### config.mk
export PLATFORM = sky130hd
export DESIGN_NAME = apb_slave_regfile_flat
export DESIGN_NICKNAME = d
export VERILOG_FILES = /design/src/rtl/apb_slave_regfile_if.sv /design/src/rtl/apb_slave_regfile.sv /design/src/flat_wrapper.sv
export SDC_FILE = /design/constraint.sdc
export NUM_CORES = 1
export LEC_CHECK = 0
export ABC_AREA = 1
export BUFFER_PORTS_ARGS = -buffer_cell sky130_fd_sc_hd__buf_4
export CAP_MARGIN = 20
export CORE_MARGIN = 1.5
export CORE_UTILIZATION = 58
export CTS_BUF_LIST = sky130_fd_sc_hd__clkbuf_2 sky130_fd_sc_hd__clkbuf_4 sky130_fd_sc_hd__clkbuf_8
export CTS_CLUSTER_SIZE = 25
export DETAILED_ROUTE_END_ITERATION = 8
export HOLD_SLACK_MARGIN = 0.12
export PLACE_DENSITY = 0.79
export SLEW_MARGIN = 5
export SYNTH_ARGS = -nofsm -noshare
export SYNTH_HDL_FRONTEND = slang
export SYNTH_SLANG_ARGS = --single-unit
### constraint.sdc
create_clock -name ACLK -period 18.7 [get_ports ACLK]
set_input_delay 4.675 -clock ACLK [delete_from_list [all_inputs] [get_ports ACLK]]
set_output_delay 4.675 -clock ACLK [all_outputs]
set_load 0.05 [all_outputs]
### src/rtl/apb_slave_regfile_if.sv
// APB bus bundle between a requester and the register-file completer.
// Names follow the AMBA signal names so the bridge side wires up one-to-one.
interface apb_slave_regfile_if #(
    parameter int APB_ADDR_WIDTH = 32,
    parameter int APB_DATA_WIDTH = 32
);
    logic                      PSEL;
    logic                      PENABLE;
    logic                      PWRITE;
    logic [APB_ADDR_WIDTH-1:0] PADDR;
    logic [APB_DATA_WIDTH-1:0] PWDATA;
    logic [3:0]                PSTRB;
    logic [APB_DATA_WIDTH-1:0] PRDATA;
    logic                      PREADY;
    logic                      PSLVERR;

    modport master (
        output PSEL, PENABLE, PWRITE, PADDR, PWDATA, PSTRB,
        input  PRDATA, PREADY, PSLVERR
    );

    modport slave (
        input  PSEL, PENABLE, PWRITE, PADDR, PWDATA, PSTRB,
        output PRDATA, PREADY, PSLVERR
    );
endinterface

### src/rtl/apb_slave_regfile.sv
// APB register-file completer; PREADY WAIT_CYCLES+2 cycles after setup with APB_SLV_WAIT_EN, else 2.
// Flow control is PREADY only; PSEL drop aborts, PSEL&&PENABLE without setup completes with error.
module apb_slave_regfile #(
    parameter int                      APB_ADDR_WIDTH = 32,
    parameter int                      APB_DATA_WIDTH = 32,
    parameter int                      MEM_DEPTH      = 16,
    parameter logic [APB_ADDR_WIDTH-1:0] BASE_ADDR    = '0,
    parameter int                      WAIT_CYCLES    = 2
) (
    input  logic                ACLK,
    input  logic                ARESET,
    apb_slave_regfile_if.slave  apb
);
    localparam int IDX_W = $clog2(MEM_DEPTH);
    localparam logic [APB_ADDR_WIDTH-1:0] MEM_BYTES = APB_ADDR_WIDTH'(MEM_DEPTH * 4);

    typedef enum logic [1:0] {
        S_IDLE   = 2'd0,
        S_ACCESS = 2'd1,
        S_DONE   = 2'd2
    } state_t;

    state_t                    state_q, state_d;
    logic                      err_q, err_d;
    logic                      write_q, write_d;
    logic [IDX_W-1:0]          idx_q, idx_d;
    logic [APB_DATA_WIDTH-1:0] rdata_q, rdata_d;
    logic [APB_DATA_WIDTH-1:0] mem_q [MEM_DEPTH];
    logic [APB_DATA_WIDTH-1:0] mem_d [MEM_DEPTH];

    logic [APB_ADDR_WIDTH-1:0] off;
    logic                      dec_err;
    logic [IDX_W-1:0]          dec_idx;

`ifdef APB_SLV_WAIT_EN
    logic [3:0] cnt_q, cnt_d;
`else
    logic [3:0] unused_wait_cycles;
    assign unused_wait_cycles = 4'(WAIT_CYCLES);
`endif

    // Offset wraps modulo the address width, so addresses below BASE_ADDR decode as out of range.
    assign off     = apb.PADDR - BASE_ADDR;
    assign dec_err = (off >= MEM_BYTES) || (apb.PADDR[1:0] != 2'b00);
    assign dec_idx = off[2 +: IDX_W];

    always_comb begin
        state_d = state_q;
        err_d   = err_q;
        write_d = write_q;
        idx_d   = idx_q;
        rdata_d = rdata_q;
        mem_d   = mem_q;
`ifdef APB_SLV_WAIT_EN
        cnt_d   = cnt_q;
`endif
        case (state_q)
            S_IDLE: begin
                if (apb.PSEL && !apb.PENABLE) begin
                    state_d = S_ACCESS;
                    write_d = apb.PWRITE;
                    err_d   = dec_err;
                    idx_d   = dec_idx;
                    rdata_d = dec_err ? '0 : mem_q[dec_idx];
`ifdef APB_SLV_WAIT_EN
                    cnt_d   = 4'(WAIT_CYCLES);
`endif
                end else if (apb.PSEL && apb.PENABLE) begin
                    // Access phase with no setup: finish at once with an error so the master never hangs.
                    state_d = S_DONE;
                    write_d = apb.PWRITE;
                    err_d   = 1'b1;
                    rdata_d = '0;
                end
            end
            S_ACCESS: begin
                if (!apb.PSEL) begin
                    state_d = S_IDLE;
                end else if (apb.PENABLE) begin
`ifdef APB_SLV_WAIT_EN
                    if (cnt_q != 4'd0) cnt_d = cnt_q - 4'd1;
                    else               state_d = S_DONE;
`else
                    state_d = S_DONE;
`endif
                end
            end
            S_DONE: begin
                state_d = S_IDLE;
                if (write_q && !err_q) begin
                    for (int k = 0; k < 4; k++) begin
                        if (apb.PSTRB[k]) mem_d[idx_q][8*k +: 8] = apb.PWDATA[8*k +: 8];
                    end
                end
            end
            default: state_d = S_IDLE;
        endcase
    end

    always_ff @(posedge ACLK or posedge ARESET) begin
        if (ARESET) begin
            state_q <= S_IDLE;
            err_q   <= 1'b0;
            write_q <= 1'b0;
            idx_q   <= '0;
            rdata_q <= '0;
            mem_q   <= '{default: '0};
`ifdef APB_SLV_WAIT_EN
            cnt_q   <= 4'd0;
`endif
        end else begin
            state_q <= state_d;
            err_q   <= err_d;
            write_q <= write_d;
            idx_q   <= idx_d;
            rdata_q <= rdata_d;
            mem_q   <= mem_d;
`ifdef APB_SLV_WAIT_EN
            cnt_q   <= cnt_d;
`endif
        end
    end

    assign apb.PREADY  = (state_q == S_DONE);
    assign apb.PSLVERR = (state_q == S_DONE) && err_q;
    assign apb.PRDATA  = ((state_q == S_DONE) && !write_q) ? rdata_q : '0;
endmodule

### src/flat_wrapper.sv
// flat-port wrapper written by rule: the top's interface ports become plain ports
module apb_slave_regfile_flat 
#(
    parameter int                      APB_ADDR_WIDTH = 32,
    parameter int                      APB_DATA_WIDTH = 32,
    parameter int                      MEM_DEPTH      = 16,
    parameter logic [APB_ADDR_WIDTH-1:0] BASE_ADDR    = '0,
    parameter int                      WAIT_CYCLES    = 2
)
  (ACLK, ARESET, apb_PSEL, apb_PENABLE, apb_PWRITE, apb_PADDR, apb_PWDATA, apb_PSTRB, apb_PRDATA, apb_PREADY, apb_PSLVERR);
  apb_slave_regfile_if #(.APB_ADDR_WIDTH(APB_ADDR_WIDTH), .APB_DATA_WIDTH(APB_DATA_WIDTH)) apb_i ();
  input  logic ACLK;
  input  logic ARESET;
  input wire logic [$bits(apb_i.PSEL)-1:0] apb_PSEL;
  input wire logic [$bits(apb_i.PENABLE)-1:0] apb_PENABLE;
  input wire logic [$bits(apb_i.PWRITE)-1:0] apb_PWRITE;
  input wire logic [$bits(apb_i.PADDR)-1:0] apb_PADDR;
  input wire logic [$bits(apb_i.PWDATA)-1:0] apb_PWDATA;
  input wire logic [$bits(apb_i.PSTRB)-1:0] apb_PSTRB;
  output wire logic [$bits(apb_i.PRDATA)-1:0] apb_PRDATA;
  output wire logic [$bits(apb_i.PREADY)-1:0] apb_PREADY;
  output wire logic [$bits(apb_i.PSLVERR)-1:0] apb_PSLVERR;
  assign apb_i.PSEL = apb_PSEL;
  assign apb_i.PENABLE = apb_PENABLE;
  assign apb_i.PWRITE = apb_PWRITE;
  assign apb_i.PADDR = apb_PADDR;
  assign apb_i.PWDATA = apb_PWDATA;
  assign apb_i.PSTRB = apb_PSTRB;
  assign apb_PRDATA = apb_i.PRDATA;
  assign apb_PREADY = apb_i.PREADY;
  assign apb_PSLVERR = apb_i.PSLVERR;
  apb_slave_regfile #(.APB_ADDR_WIDTH(APB_ADDR_WIDTH), .APB_DATA_WIDTH(APB_DATA_WIDTH), .MEM_DEPTH(MEM_DEPTH), .BASE_ADDR(BASE_ADDR), .WAIT_CYCLES(WAIT_CYCLES)) u_core (.ACLK(ACLK), .ARESET(ARESET), .apb(apb_i));
endmodule
## Word level (Yosys, flattened, before mapping)

Index checks and enable logic that the tools add are counted.

- Word-level logic and storage cells: 86
- Output and inout port bits: 34
- Memory bits (read-only): 0
- Flip-flop bits (word level): 552
- Bits in writable memories: 0
- Memories kept: 0
- Latch bits: 0

- Shift operators: 0
- Muxes and demuxes: 38
- Equality and inequality tests: 4
- $mul: 0
- Bitwise logic cells: 2
- Reductions and logical operators: 17
- Divide/modulo/power cells: 0
- Add/subtract/negate cells: 0
- $lt $le $gt $ge: 4

Operators with widths:

| kind | number |
|---|---|
| $mux 512 | 10 |
| $bwmux 512 | 4 |
| $demux 32 s4 | 4 |
| $mux 32 | 7 |
| $bmux 32 s4 | 1 |
| $ge 32x7->1 const B | 1 |
| $mux 24 | 1 |
| $mux 16 | 1 |
| $ge 5x5->1 const B | 2 |
| $not 4->5 | 2 |
| $mux 2 | 4 |
| $mux 8 | 1 |
| $reduce_and 2->1 | 4 |
| $logic_and 1x1->1 | 6 |
| $lt 5x1->1 const B | 1 |
| $mux 1 | 4 |
| $pmux 2 s2 | 1 |
| $reduce_bool 2->1 | 2 |
| $logic_not 1->1 | 3 |
| $ne 3x1->1 const B | 1 |
| $ne 3x3->1 const B | 1 |
| $eq 2x1->1 const B | 1 |
| $eq 2x2->1 const B | 1 |
| $logic_not 2->1 | 1 |
| $logic_or 1x1->1 | 1 |

## Logic depth before layout (Yosys ltp)

Gate-level depths: netlist of run 1.

- Depth after elaboration: 19
- Mapped depth: 10
- Gate-level depth less buffers: 7

## Worst setup path after synthesis of run 1

OpenSTA, ideal clock, no wires.

- Kind: reg-to-output
- Start point: register u_core.state_q[0]
- End point: output apb_PRDATA[0]
- Stages on the path, launching flop included: 7
- Path slack: 11.945 ns
- Arrival time: 2.080 ns
- Cells stage by stage: dfrtp_1 -> nor2_4 -> inv_1 -> or2_2 -> clkbuf_1 -> clkbuf_1 -> nor2_1

- Cells in the longest elaborated chain, start to end: 3

RTL lines:

| item | line | RTL |
|---|---|---|
| start: declaration | apb_slave_regfile.sv:23 | `state_t state_q, state_d;` |
| start signal: assignment | apb_slave_regfile.sv:112 | `state_q <= state_d;` |
| $eq 2x2->1 | - |  |
| named net apb_PREADY | flat_wrapper.sv:21 | `output wire logic [$bits(apb_i.PREADY)-1:0] apb_PREADY;` |
| $logic_and 1x1->1 | apb_slave_regfile.sv:126 | `assign apb.PRDATA = ((state_q == S_DONE) && !write_q) ? rdata_q : '0;` |
| $mux 32 | apb_slave_regfile.sv:126 |  |
| end: declaration | flat_wrapper.sv:20 | `output wire logic [$bits(apb_i.PRDATA)-1:0] apb_PRDATA;` |

The timed path passes the listed nets, and every way through them passes these cells.

## Final worst setup path of run 1

- Start point: input apb_PADDR[2]
- End point: register u_core.rdata_q[3]

- Cells in the longest elaborated chain, start to end: 6

RTL lines:

| item | line | RTL |
|---|---|---|
| start: declaration | flat_wrapper.sv:17 | `input wire logic [$bits(apb_i.PADDR)-1:0] apb_PADDR;` |
| parallel branches: the longest is 4 deep, another holds $ge 32x7->1 | - |  |
| $mux 32 * | apb_slave_regfile.sv:64 | `rdata_d = dec_err ? '0 : mem_q[dec_idx];` |
| $mux 32 * | apb_slave_regfile.sv:59 | `if (apb.PSEL && !apb.PENABLE) begin` |
| end signal: assignment | apb_slave_regfile.sv:116 | `rdata_q <= rdata_d;` |
| end: declaration | apb_slave_regfile.sv:27 | `logic [APB_DATA_WIDTH-1:0] rdata_q, rdata_d;` |

Mark *: on every way between the ends. The select of a mux whose other input is x is not followed.
A chain may end at the register's enable or synchronous reset.

==> results of run 1 <==
==> report_power, final <==
part           switching (µW)  total [µW]  internal (µW)  leakage [µW]
registers                2.76        1200           1200       0.00770
clock network             479        1160            684       0.00108
logic                     126         161           35.9       0.00444
total                     608        2520           1920        0.0132
==> cells in the final DEF, fill, tap and decap left out <==
master      instances
nand3_1           481
nand3_4             1
clkbuf_4           33
bufinv_16           4
nor2_4             14
nand2_2             4
clkinv_2            7
nor2_1             58
buf_16              4
inv_2               2
dfrtp_1           552
o21ai_0           430
inv_6               2
or2_2               1
inv_4               1
buf_4             122
clkinvlp_4          2
clkinv_1            1
nand2_1          1132
nand4_1             1
buf_12              1
inv_1              75
nor2_2              3
o21ai_1            86
a21oi_1             1
nand2_4            39
and2_0              1
clkbuf_8          119
==> synthesized netlist by cell type (2+ instances only) <==
cell	count
nand3_1	481
nor2_1	59
nand2_4	39
buf_1	18
inv_2	2
dfrtp_1	552
buf_6	38
buf_12	4
nor2_2	3
nand2_1	1132
inv_1	78
o21ai_0	430
clkinv_1	2
nand2_2	4
clkbuf_1	132
o21ai_1	86
buf_2	24
nor2_4	13
==> per-stage QoR <==
step,instance area (µm²),std cells,setup slack [ns]
2_1_floorplan,25400,3102,6.51
3_3_place_gp,25900,3594,10.61
3_5_place_dp,26000,3595,10.57
4_1_cts,28000,3758,11.23
5_1_grt,28100,3762,10.90
6_report,28100,3762,11.14
==> routing by layer <==
layer | track usage | wire length (µm) | vias to the layer above
met5 | 0 | 0 | -
met3 | 0.0538 | 6300 | 160
met1 | 0.432 | 28400 | 10516
li1 | - | - | 10152
met4 | 0.135 | 2320 | 0
met2 | 0.502 | 32200 | 1134
==> flip-flops by register name (all words and copies together), names as in the netlist <==
register        count
u_core.idx_q        4
u_core.state_q      2
u_core.err_q        1
u_core.mem_q      512
u_core.rdata_q     32
u_core.write_q      1
==> path summary, 6_finish.rpt <==
path / from / end / cells past startpoint
hold / removal: u_core.rdata_q[23]$_DFFE_PP0P_ / u_core.rdata_q[23]$_DFFE_PP0P_ / 2
setup / recovery: apb_PADDR[2] / u_core.rdata_q[3]$_DFFE_PP0P_ / 10
hold reg to reg: u_core.rdata_q[23]$_DFFE_PP0P_ / u_core.rdata_q[23]$_DFFE_PP0P_ / 2
setup reg to reg: u_core.state_q[0]$_DFFE_PP0P_ / u_core.mem_q[331]$_DFFE_PP0P_ / 5
min in group asynchronous: ARESET / u_core.mem_q[312]$_DFFE_PP0P_ / 3
max in group asynchronous: ARESET / u_core.mem_q[363]$_DFFE_PP0P_ / 6
==> layout make-up <==
cell class | instances | area share
flip-flops and latches | 552 | 0.492
repair buffers | 128 | 0.0377
well taps | 585 | 0.0260
inverters | 82 | 0.0114
clock inverters | 12 | 0.00592
clock buffers | 151 | 0.0666
multi-input cells | 2252 | 0.361
==> cell families (layout without fill, tap and decap cells) <==
| group | Yosys count | count (layout) | share of synthesized area |
|---|---|---|---|
| compound gates | 517 | 517 | 0.102 |
| buf+inv | 298 | 373 | 0.0589 |
| flops | 552 | 552 | 0.543 |
| simple gates | 1735 | 1735 | 0.296 |
==> worst max-delay path, cell delays in order <==
cell      delay [ns]
clkbuf_8        0.38
inv_6           0.73
buf_4           0.86
buf_4           0.69
nand2_1         0.18
nand3_1         0.11
nand3_1         0.09
nand3_1         0.13
nand3_1         0.08
nand2_1         0.09
==> results_dict.tcl, run 1 <==
set metrics [dict create \
    ys_warn_count 0 \
    numPortBuffers 106 \
    multi_input_area_um2 10100 \
    clockBufferDepth 3 \
    synth_seq_cells 552 \
    coreArea_um2 43200 \
    worst_ep_required_time_ns 19.30 \
    drc 0 \
    start_kind "input pin" \
    r2r_slack_ns 16.06 \
    p_per_area_nw_per_um2 89.8 \
    num_rows 76 \
    syn_area_per_cell_um2 8.20 \
    cts_max_level 3 \
    vias 21962 \
    die_h_um 212 \
    clk_pin_slew_worst_paths_ns 0.06 \
    worstSetupPathType "in -> reg" \
    hold_ws_ns 0.479 \
    critPathMaxFanout 108 \
    grt_max_degree 109 \
    ys_async_sr_fraction 1.00 \
    cts_hold_buf 0 \
    postCtsSetupBuffers 0 \
    cts_buffers 89 \
    syn_inst 3102 \
    cts.repair.resized 0 \
    die_x_um 212 \
    hp-class "reg -> reg" \
    maxSlewViolCount 0 \
    maxCapViolCount 0 \
    max_freq_mhz 132 \
    antenna_cells 0 \
    finalPower_uw 2520 \
    tightest_slew_ns 1.12 \
    clock-root-buffer "clkbuf_8" \
    insertion_delay_ns 0.67 \
    grt_pass1_wl_um 113000 \
    grt.overflow.total 0 \
    antenna_found_initial 0 \
    synthTopCellsByArea "dfrtp_1 (54%), nand2_1 (17%), nand3_1 (9.5%)" \
    post_drt_wl_per_cell_um 18.4 \
    crit_arrival_ns 8.16 \
    slew_headroom 0.256 \
    syn2layout_area_growth_pct 10.5 \
    rsz0062_at_grt "false" \
    die-area_um2 45100 \
    first_iter_violations 2481 \
    setup_viol 0 \
    yosys.area.top_type_share 0.543 \
    status "complete, no violations" \
    io_pins 107 \
    synth_area_um2 25400 \
    setup_tns_ns 0 \
    finalHoldViolCount 0 \
    yosys.area.top_type "dfrtp_1" \
    leakage_uw 0.0132 \
    hpwl_um 40600 \
    cts_tree "done" \
    cp-end-kind "flop" \
    place_congestion 0.858 \
    postRouteAntennaNets 0 \
    seqCellArea_um2 13800 \
    fin_crit_sh 0.404 \
    gr-usage-all-layers 0.316 \
    synth_edf_count 0 \
    first_global_vias 21644 \
    ys_seq_area_frac 0.543 \
    vias_per_cell 5.84 \
    cts_sinks 552 \
    final_nets 3178 \
    synth-main-ff-cell "dfrtp_1" \
    synthDistinctLibCells 23 \
    fin_crit_ns 7.56 \
    initial_core_util 0.589 \
    drive_gt1_frac 0.113 \
    final_core_util 0.651 \
    n_fill_cell 3613 \
    dr.pass1.iters 6 \
    fin_skew_ns 0.0309 \
    irDropWorstVdd_mv 0.0479 \
    syn-num-nets 3175 \
    wl_um 69300 \
]
No activity file was read; power rests on OpenSTA's default activity.
==> run 2, diff against run 1 <==
ABC_AREA = 0   (was 1)
clock period = 6.5 ns   (was 18.7 ns; I/O delays follow)
==> results_dict.tcl, run 2 <==
set metrics [dict create \
    synthTopCellsByCount "dfrtp_1 (552), mux2_2 (538), mux4_2 (128), nand2_1 (94), mux2i_1 (64)" \
    synth_seq_cells 552 \
    cts_buffers 90 \
    gr-usage-all-layers 0.268 \
    fin_skew_ns 0.0266 \
    irDropWorstVdd_mv 0.277 \
    n_fill_cell 2993 \
    synth_compound_area_frac 0.00672 \
    synthTopCellsByArea "dfrtp_1 (55%), mux2_2 (24%), mux4_2 (12%)" \
    die_x_um 210 \
    vias 14420 \
    fin_crit_ns 4.34 \
    final_cell_mix "dfrtp_1 (552), mux2_2 (538), mux4_2 (128)" \
    min_to "u_core.rdata_q[20]$_DFFE_PP0P_" \
    io_pins 107 \
    place_congestion 0.789 \
    dr.pass1.iters 6 \
    initial_core_util 0.591 \
    worstSetupPathType "reg -> out" \
    numPortBuffers 106 \
    rr_worst_depth 4 \
    synthMuxAreaShare 0.389 \
    globalRouteMet2Util 0.428 \
    hp-start "u_core.rdata_q[20]$_DFFE_PP0P_" \
    vias_per_cell 6.21 \
    setup_slack_ns 2.16 \
    hold_path_depth 2 \
    yosys.area.top_type "dfrtp_1" \
    postRouteAntennaNets 0 \
    drive_gt1_frac 0.535 \
    syn-num-nets 1665 \
    top_regs "u_core.mem_q: 512 flops, u_core.rdata_q: 32 flops, u_core.idx_q: 4 flops" \
    largest_register_ffs 512 \
    crit_arrival_ns 2.72 \
    first_global_vias 15460 \
    final_nets 1787 \
    fin_crit_sh 0.668 \
    r2r_slack_ns 4.06 \
    coreArea_um2 42200 \
    p_per_area_nw_per_um2 250 \
    antenna_found_initial 2 \
    status "complete, no violations" \
    cts_tree "done" \
    synth-xor-area-share 0 \
    post-place-cells 2161 \
    layout_commonest_cell "dfrtp_1" \
    syn2layout_area_growth_pct 12.9 \
    synth_area_um2 24900 \
    dp_slack_ns 2.34 \
    postCtsSetupBuffers 0 \
    synthDistinctLibCells 26 \
    hpwl_um 33600 \
    wl_um 57100 \
    tightest_slew_ns 1.10 \
    grtUsageMet1 0.374 \
    grt.overflow.total 0 \
    yosys.area.top_type_share 0.554 \
    top_usage_layer "met2" \
    setup_viol 0 \
    post_drt_wl_per_cell_um 24.6 \
    cts_sinks 552 \
    finalHoldViolCount 0 \
    synth-main-ff-cell "dfrtp_1" \
    rr_endpoint "u_core.mem_q[232]$_DFFE_PP0P_" \
    syn_area_per_cell_um2 15.7 \
    clock-root-buffer "clkbuf_8" \
    ys_async_sr_fraction 1.00 \
    num_rows 75 \
    grtUsageMet3 0.0511 \
    synth_top_family_by_area "multiplexers" \
    insertion_delay_ns 0.65 \
    regMostFlops "u_core.mem_q" \
    cts.repair.resized 0 \
    grt_max_degree 197 \
    seqCellArea_um2 13800 \
    clockBufferDepth 3 \
    slew_headroom 0.257 \
    yosysMostFrequentCell "dfrtp_1" \
    rsz0062_at_grt "false" \
    critPathMaxFanout 19 \
    max_freq_mhz 230 \
    syn_inst 1592 \
    maxSlewViolCount 0 \
    ys_seq_area_frac 0.554 \
    grt_pass1_wl_um 89400 \
    maxCapViolCount 0 \
    clk_pin_slew_worst_paths_ns 0.06 \
    ys_warn_count 0 \
    hp-class "reg -> reg" \
    synth_adder_area_share 0 \
    cts_hold_buf 0 \
    final-instance-count-excl-fill 2321 \
    cp-end-kind "output port" \
    die-area_um2 44300 \
    start_kind "flop" \
    multi_input_area_um2 10700 \
    yosys.area_share.simple 0.0333 \
    cts_max_level 3 \
    die_h_um 210 \
    drc 0 \
    first_iter_violations 1029 \
    synth_edf_count 0 \
    r2r-start "u_core.err_q$_DFFE_PP0P_" \
    worst_ep_required_time_ns 4.88 \
    leakage_uw 0.0140 \
]
[run 2: changes by cell type after synthesis, sizes merged, moves of 8 or more]
cell	delta
and2	+36
buf	-44
clkbuf	-83
inv	-77
mux2	+549
mux2i	+64
mux4	+128
nand2	-1077
nand3	-482
nor2	-63
nor3	+8
o21ai	-484
[run 2: worst max-delay path, stage by stage (launching register included)]
cell and delay (ns):
dfrtp_1 0.37, nor2b_1 0.21, nor2b_2 0.61, buf_4 0.41, and2_1 0.24, buf_4 0.22
[run 2: layout make-up]
class | instances | share of cell area
Sequential cell | 552 | 0.491
Multi-Input combinational cell | 948 | 0.380
Clock buffer | 147 | 0.0665
Timing Repair Buffer | 119 | 0.0339
Tap cell | 539 | 0.0240
Clock inverter | 12 | 0.00409
Inverter | 3 | 0.000533
Antenna cell | 1 | 0.0000889
[run 2: worst max path at each step]
stage | end | cells past startpoint | from | slack, ns
after floorplan | u_core.err_q$_DFFE_PP0P_ | 1 | ARESET | -2.64
after global placement | u_core.rdata_q[2]$_DFFE_PP0P_ | 6 | apb_PADDR[4] | 2.40
after detailed placement | u_core.rdata_q[31]$_DFFE_PP0P_ | 6 | apb_PADDR[4] | 2.34
after CTS | apb_PRDATA[8] | 5 | u_core.state_q[0]$_DFFE_PP0P_ | 2.09
after global routing | apb_PRDATA[8] | 5 | u_core.state_q[1]$_DFFE_PP0P_ | 1.96
final | apb_PRDATA[8] | 5 | u_core.state_q[1]$_DFFE_PP0P_ | 2.16
[run 2: through the flow]
stage	power, µW	util	hold WS [ns]	TNS (ns)	area (µm²)
6_report	7020	0.667	0.471	0	28200
4_1_cts	7080	0.667	0.477	0	28100
5_1_grt	7260	0.667	0.505	0	28100
3_3_place_gp	3830	0.620	0.456	0	26200
2_1_floorplan	3720	-	0.442	-1455.53	24900
3_5_place_dp	3840	0.620	0.464	0	26200
[run 2: power by group]
part           leakage [µW]  internal (µW)  switching [µW]
combinational       0.00525           94.5             224
sequential          0.00770           3440            12.5
clock               0.00105           1890            1360
total                0.0140           5430            1590
[run 2: logic make-up (layout without fill, tap and decap cells)]
family                 after synthesis  count (layout)
DFF                                552             552
other                                0               1
buffers and inverters               92             281
and+or+nand+nor                    174             174
AOI/OAI and AO/OA                   33              33
muxes                              741             741
[run 2: metal layers]
metal	wire length, µm	up-vias
met5	0	-
met4	1340	0
met3	3070	100
met2	27600	415
met1	25200	7728
li1	-	6177
